===== config.mk =====
export PLATFORM = sky130hd
export DESIGN_NAME = ssd_scan_ctrl
export DESIGN_NICKNAME = d
export VERILOG_FILES = /design/src/rtl/ssd_pkg.sv /design/src/rtl/ssd_frame_buf.sv /design/src/rtl/ssd_scan_ctrl.sv
export SDC_FILE = /design/constraint.sdc
export NUM_CORES = 1
export LEC_CHECK = 0
export BUFFER_PORTS_ARGS = -buffer_cell sky130_fd_sc_hd__buf_2
export CAP_MARGIN = 20
export CORE_ASPECT_RATIO = 1.75
export CORE_MARGIN = 3
export CORE_UTILIZATION = 45
export CTS_CLUSTER_SIZE = 40
export DETAILED_ROUTE_END_ITERATION = 10
export PLACE_DENSITY_LB_ADDON = 0.3
export SLEW_MARGIN = 25
export SYNTH_ARGS = -nofsm -noshare
export SYNTH_HDL_FRONTEND = slang
export SYNTH_SLANG_ARGS = --single-unit
export TNS_END_PERCENT = 30

===== constraint.sdc =====
create_clock -name clk -period 5.91 [get_ports clk]
set_input_delay 0.8865 -clock clk [delete_from_list [all_inputs] [get_ports clk]]
set_output_delay 0.8865 -clock clk [all_outputs]
set_load 0.005 [all_outputs]

===== src/rtl/ssd_pkg.sv =====
// Shared types and constants for the seven-segment scan controller.
package ssd_pkg;

    localparam logic [7:0] SEG_OFF       = 8'hFF;
    localparam int         DIGITS        = 4;
    localparam int         SCAN_DIV_DEF  = 100000;
    localparam int         BLANK_CYC_DEF = 1000;

    typedef enum logic [1:0] {
        IDLE  = 2'd0,
        BLANK = 2'd1,
        SHOW  = 2'd2
    } ssd_state_e;

endpackage


===== src/rtl/ssd_frame_buf.sv =====
// Pending/shadow frame registers for the scan controller.
// Optional brightness capture is enabled with SSD_SCAN_DIM_EN.
module ssd_frame_buf
    import ssd_pkg::*;
(
    input  logic        clk,
    input  logic        rst_n,
    input  logic        upd_valid,
    output logic        upd_ready,
    input  logic [31:0] upd_data,
`ifdef SSD_SCAN_DIM_EN
    input  logic [3:0]  bright,
    output logic [3:0]  bright_shadow,
`endif
    input  logic        apply_req,
    output logic [31:0] shadow
);

    // Handshake: a word transfers on a rising edge where upd_valid && upd_ready.
    // upd_ready is simply "pending empty"; a held offer waits until the next
    // apply empties pending, so nothing is ever dropped.
    logic        pending_full;
    logic [31:0] pending;
    logic        capture;
`ifdef SSD_SCAN_DIM_EN
    logic [3:0]  pending_bright;
`endif

    assign upd_ready = ~pending_full;
    assign capture   = upd_valid & ~pending_full;

    always_ff @(posedge clk or negedge rst_n) begin
        if (!rst_n) begin
            pending_full   <= 1'b0;
            pending        <= '0;
            shadow         <= {DIGITS{SEG_OFF}};
`ifdef SSD_SCAN_DIM_EN
            pending_bright <= 4'h0;
            bright_shadow  <= 4'hF;
`endif
        end else if (capture) begin
            pending        <= upd_data;
            pending_full   <= 1'b1;
`ifdef SSD_SCAN_DIM_EN
            pending_bright <= bright;
`endif
        end else if (apply_req && pending_full) begin
            // Capture and apply never coincide: capture needs pending empty.
            shadow         <= pending;
            pending_full   <= 1'b0;
`ifdef SSD_SCAN_DIM_EN
            bright_shadow  <= pending_bright;
`endif
        end
    end

endmodule


===== src/rtl/ssd_scan_ctrl.sv =====
// Four-digit seven-segment refresh scheduler with per-slot blanking.
// Define SSD_SCAN_DIM_EN to add the PWM brightness input `bright`.
module ssd_scan_ctrl
    import ssd_pkg::*;
#(
    parameter int SCAN_DIV  = SCAN_DIV_DEF,
    parameter int BLANK_CYC = BLANK_CYC_DEF,
    parameter int CNT_W     = 20
) (
    input  logic        clk,
    input  logic        rst_n,
    input  logic        en,
    input  logic        upd_valid,
    output logic        upd_ready,
    input  logic [31:0] upd_data,
`ifdef SSD_SCAN_DIM_EN
    input  logic [3:0]  bright,
`endif
    output logic [1:0]  ssd_ctl,
    output logic [7:0]  display0,
    output logic [7:0]  display1,
    output logic [7:0]  display2,
    output logic [7:0]  display3,
    output logic        frame_done,
    output ssd_state_e  state_dbg
);

    localparam logic [CNT_W-1:0] SLOT_LAST  = CNT_W'(SCAN_DIV - 1);
    localparam logic [CNT_W-1:0] BLANK_LAST = CNT_W'(BLANK_CYC - 1);

    ssd_state_e       state, state_n;
    logic [CNT_W-1:0] cnt, cnt_n;
    logic [1:0]       ctl, ctl_n;
    logic             boundary;
    logic             apply_req;
    logic             seg_on;
    logic [31:0]      shadow;
    logic [7:0]       disp_q [DIGITS];
    logic [7:0]       disp_n [DIGITS];
`ifdef SSD_SCAN_DIM_EN
    logic [3:0]       bright_sh;
    logic [3:0]       pwm, pwm_n;
`endif

    // Idle applies a waiting frame at once; running applies only at frame wrap.
    assign apply_req = boundary | (state == IDLE);

    ssd_frame_buf u_frame_buf (
        .clk           (clk),
        .rst_n         (rst_n),
        .upd_valid     (upd_valid),
        .upd_ready     (upd_ready),
        .upd_data      (upd_data),
`ifdef SSD_SCAN_DIM_EN
        .bright        (bright),
        .bright_shadow (bright_sh),
`endif
        .apply_req     (apply_req),
        .shadow        (shadow)
    );

    always_comb begin
        state_n  = state;
        cnt_n    = cnt;
        ctl_n    = ctl;
        boundary = 1'b0;
        if (!en) begin
            state_n = IDLE;
            cnt_n   = '0;
            ctl_n   = '0;
        end else begin
            case (state)
                IDLE: begin
                    state_n = BLANK;
                    cnt_n   = '0;
                    ctl_n   = '0;
                end
                BLANK: begin
                    cnt_n = cnt + CNT_W'(1);
                    if (cnt == BLANK_LAST) state_n = SHOW;
                end
                SHOW: begin
                    if (cnt == SLOT_LAST) begin
                        cnt_n    = '0;
                        ctl_n    = ctl + 2'd1;
                        state_n  = BLANK;
                        boundary = (ctl == 2'd3);
                    end else begin
                        cnt_n = cnt + CNT_W'(1);
                    end
                end
                default: begin
                    state_n = IDLE;
                    cnt_n   = '0;
                    ctl_n   = '0;
                end
            endcase
        end
    end

    // Display registers are loaded from the next state so they line up with it.
    always_comb begin
        seg_on = 1'b1;
`ifdef SSD_SCAN_DIM_EN
        pwm_n  = (state_n == SHOW && state == SHOW) ? pwm + 4'd1 : 4'd0;
        seg_on = (bright_sh == 4'hF) || (pwm_n < bright_sh);
`endif
        for (int i = 0; i < DIGITS; i++) begin
            disp_n[i] = SEG_OFF;
            if (state_n == SHOW && ctl_n == 2'(i) && seg_on)
                disp_n[i] = shadow[8*i +: 8];
        end
    end

    always_ff @(posedge clk or negedge rst_n) begin
        if (!rst_n) begin
            state      <= IDLE;
            cnt        <= '0;
            ctl        <= '0;
            frame_done <= 1'b0;
            for (int i = 0; i < DIGITS; i++) disp_q[i] <= SEG_OFF;
`ifdef SSD_SCAN_DIM_EN
            pwm        <= 4'd0;
`endif
        end else begin
            state      <= state_n;
            cnt        <= cnt_n;
            ctl        <= ctl_n;
            frame_done <= boundary;
            for (int i = 0; i < DIGITS; i++) disp_q[i] <= disp_n[i];
`ifdef SSD_SCAN_DIM_EN
            pwm        <= pwm_n;
`endif
        end
    end

    assign ssd_ctl   = ctl;
    assign state_dbg = state;
    assign display0  = disp_q[0];
    assign display1  = disp_q[1];
    assign display2  = disp_q[2];
    assign display3  = disp_q[3];

endmodule


==> reports/qor.yml <==
cts_max_path_buffers: 2
path_clk_slew_ns: 0.06
viasPerCell: 5.408
tightest_slew_ns: 0.9301
switchingPower_uw: 595.0
grt_pass1_wl_mm: 17.23
clock_skew_ns: 0.01106
yosysWarnings: 0
sw_frac_of_total: 0.2257
seqCellArea_mm2: 0.003133
core_region_area_mm2: 0.01123
grtUsageTotal: 0.1724
combPwrFrac: 0.126
fillers: 950
criticalPathCategory: "reg -> reg"
dr.pass1.iters: 4
power.leakage_nw: 2.483
cts_root_buffer: "clkbuf_16"
wl_per_cell_um: 17.09
gp_congestion: 0.8132
area_growth_syn_to_layout_pct: 20.41
start_util: 0.4633
syn_avg_cell_area_um2: 12.98
drive_gt1_frac: 0.5010
numClockSinks: 122
hold_buffers: 0
synth_edf_count: 0
timing.fmax_ghz: 0.3315
clkPwrFrac: 0.414
setup_viol: 0
num_vias: 3337
drtIter0Drc: 126
io_buffers: 73
hold_class: "in -> async"
syn_inst: 401
clk_latency_ns: 0.41
ys.flop_type: "dfstp_2"
worst_hold_slack_ns: 0.4951
postRouteAntennaNets: 0
wl_mm: 10.54
htree_levels: 4
tns_ns: 0
crit_start: "cnt[14]$_DFF_PN0_"
ys_seq_area_frac: 0.6021
fp.dieH_um: 148.3
grt_start_max_net_pins: 71
post-route-period-util: 0.5104
rrSetupSlack_ns: 2.89
grt_pass1_vias: 3453
end_kind: "flip-flop"
worstPathArrival_ns: 3.28
die_area_mm2: 0.01294
p_per_area_mw_per_mm2: 420.6
die_width_um: 87.29
ios: 74
cts_buffers: 17
cts_setup_buffers: 0
multiInputGateArea_mm2: 0.001876
required_ns: 6.18
cts_resized: 0
ys_ff_latch: 122
path_max_fanout: 33
irDropWorstVdd_mv: 0.2363
fin_crit_ns: 3.016
cap_violations: 0
slew_viol_final: 0
p_total_mw: 2.636
critPathLaunchType: "flip-flop"
synthesis.area_mm2: 0.005204
status: "finished, final reports clean"
rsz0062_at_grt: "false"
drc: 0
timing.rr.start: "cnt[14]$_DFF_PN0_"
synth_cell_type_count: 47
rows: 51
num_antenna_cells: 0
cts_tree: "built"
overflow: 0
hpwl_mm: 7.255
grt_antenna_before_repair: 0
slew_headroom: 0.3799
internal-power_mw: 2.041
synth_nets: 443
pwr-share-seq: 0.460
hold_violations: 0
synthArstFlopShare: 1.000
final_nets: 514
-- worst paths after layout --
kind                                                       endpoint  cells past startpoint
worst max-delay path                          display3[4]$_DFF_PN1_                      5
worst min-delay path                               cnt[0]$_DFF_PN0_                      1
worst max register to register                display3[4]$_DFF_PN1_                      5
worst min register to register                     cnt[0]$_DFF_PN0_                      1
max in group asynchronous       u_frame_buf.pending[28]$_DFFE_PN0P_                      2
min in group clk                                   cnt[0]$_DFF_PN0_                      1
-- sequential cells by signal, summed over array words and instances, names as in the netlist --
signal and flops:
display0 8, u_frame_buf.shadow 32, display2 8, u_frame_buf.pending 32
display3 8, state_dbg 2, display1 8, cnt 20
ssd_ctl 2, u_frame_buf.pending_full 1, frame_done 1
-- final cells by class --
class	count	area share
sequential	122	0.5000
multi-input combinational	245	0.2993
timing repair buffer	77	0.06669
tap	132	0.02636
clock buffer	21	0.07348
inverter	9	0.007388
clock inverter	11	0.02676
-- kinds of logic after synthesis --
| logic type | share of synthesized area |
|---|---|
| AO/OA/AOI/OAI | 0.03462 |
| XOR/XNOR | 0.03030 |
| adder cells (fa/ha/maj) | 0.01443 |
| buffers and inverters | 0.04111 |
| flip-flops | 0.6021 |
| multiplexers | 0.1385 |
| AND/OR/NAND/NOR | 0.1390 |
-- critical path, cell delays in order (launching register included) --
cell and delay (ns):
dfrtp_1 0.41, or4_4 0.56, or4_1 0.54, or3_1 0.37
a31oi_4 0.78, nand4_1 0.20
-- placed cells by master, fill, tap and decap left out, types with 2 or more instances in the layout --
master      Yosys  layout
a21oi_1         8       8
a31oi_4         2       2
and2_1          3       3
and4_1          3       3
buf_2           7      72
buf_4           2       4
bufinv_16       0       4
clkbuf_1        6       2
clkbuf_16       0      17
clkbuf_8        1       2
clkinv_2        0       3
clkinvlp_4      0       2
dfrtp_1        58      58
dfstp_2        64      64
ha_1            6       6
inv_1           8       8
mux2_2         64      64
nand2_1         9       9
nand3_1         8       8
nand4_1        35      35
nor2_1         38      38
nor3_1         20      20
nor4_1          2       2
o211a_1         2       2
o211ai_1        2       2
o21a_1          2       2
o21ai_0         2       2
or3_1           4       4
or4_1           2       2
xnor2_1        13      13
xor2_1          5       5
-- power by group through the flow --
stage / Clock, mW / Combinational, mW / Sequential [mW]
3_5_place_dp: 0 / 0.330 / 1.23
4_1_cts: 1.11 / 0.331 / 1.21
3_3_place_gp: 0 / 0.317 / 1.22
2_1_floorplan: 0 / 0.268 / 1.18
5_1_grt: 1.14 / 0.370 / 1.24
6_report: 1.09 / 0.332 / 1.21
-- metrics by stage --
stage	cells	utilization	setup slack [ns]	cell area, um2
final	617	0.5579	2.894	6266
after global routing	617	0.5579	2.817	6266
after CTS	616	0.5555	2.934	6238
after detailed placement	584	0.4996	2.957	5610
after global placement	584	0.4996	3.048	5610
after floorplan	401	-	3.493	5204
-- layer usage --
| metal | routed length (um) | track usage | up-vias |
|---|---|---|---|
| li1 | - | - | 1570 |
| met1 | 4196 | 0.2038 | 1678 |
| met2 | 5689 | 0.2889 | 74 |
| met3 | 425 | 0.04102 | 15 |
| met4 | 231 | 0.08372 | 0 |
| met5 | 0 | 0 | - |
-- cell usage after synthesis (2+ instances only) --
cell	n	share of area
buf_1	3	0.0022
and2_1	3	0.0036
nor2_1	38	0.027
nand2_1	9	0.0065
nand4_1	35	0.042
nor3_1	20	0.019
o211ai_1	2	0.0029
dfstp_2	64	0.32
mux2_2	64	0.14
clkbuf_1	6	0.0043
o21a_1	2	0.0029
buf_4	2	0.0029
buf_2	7	0.0067
ha_1	6	0.014
a31oi_4	2	0.0082
xnor2_1	13	0.022
dfrtp_1	58	0.28
xor2_1	5	0.0084
inv_1	8	0.0058
a21oi_1	8	0.0077
and4_1	3	0.0051
or3_1	4	0.0048
or4_1	2	0.0029
o211a_1	2	0.0038
o21ai_0	2	0.0019
nor4_1	2	0.0024
buf_6	4	0.0087
nand3_1	8	0.0077
No activity file was read; power rests on OpenSTA's default activity.
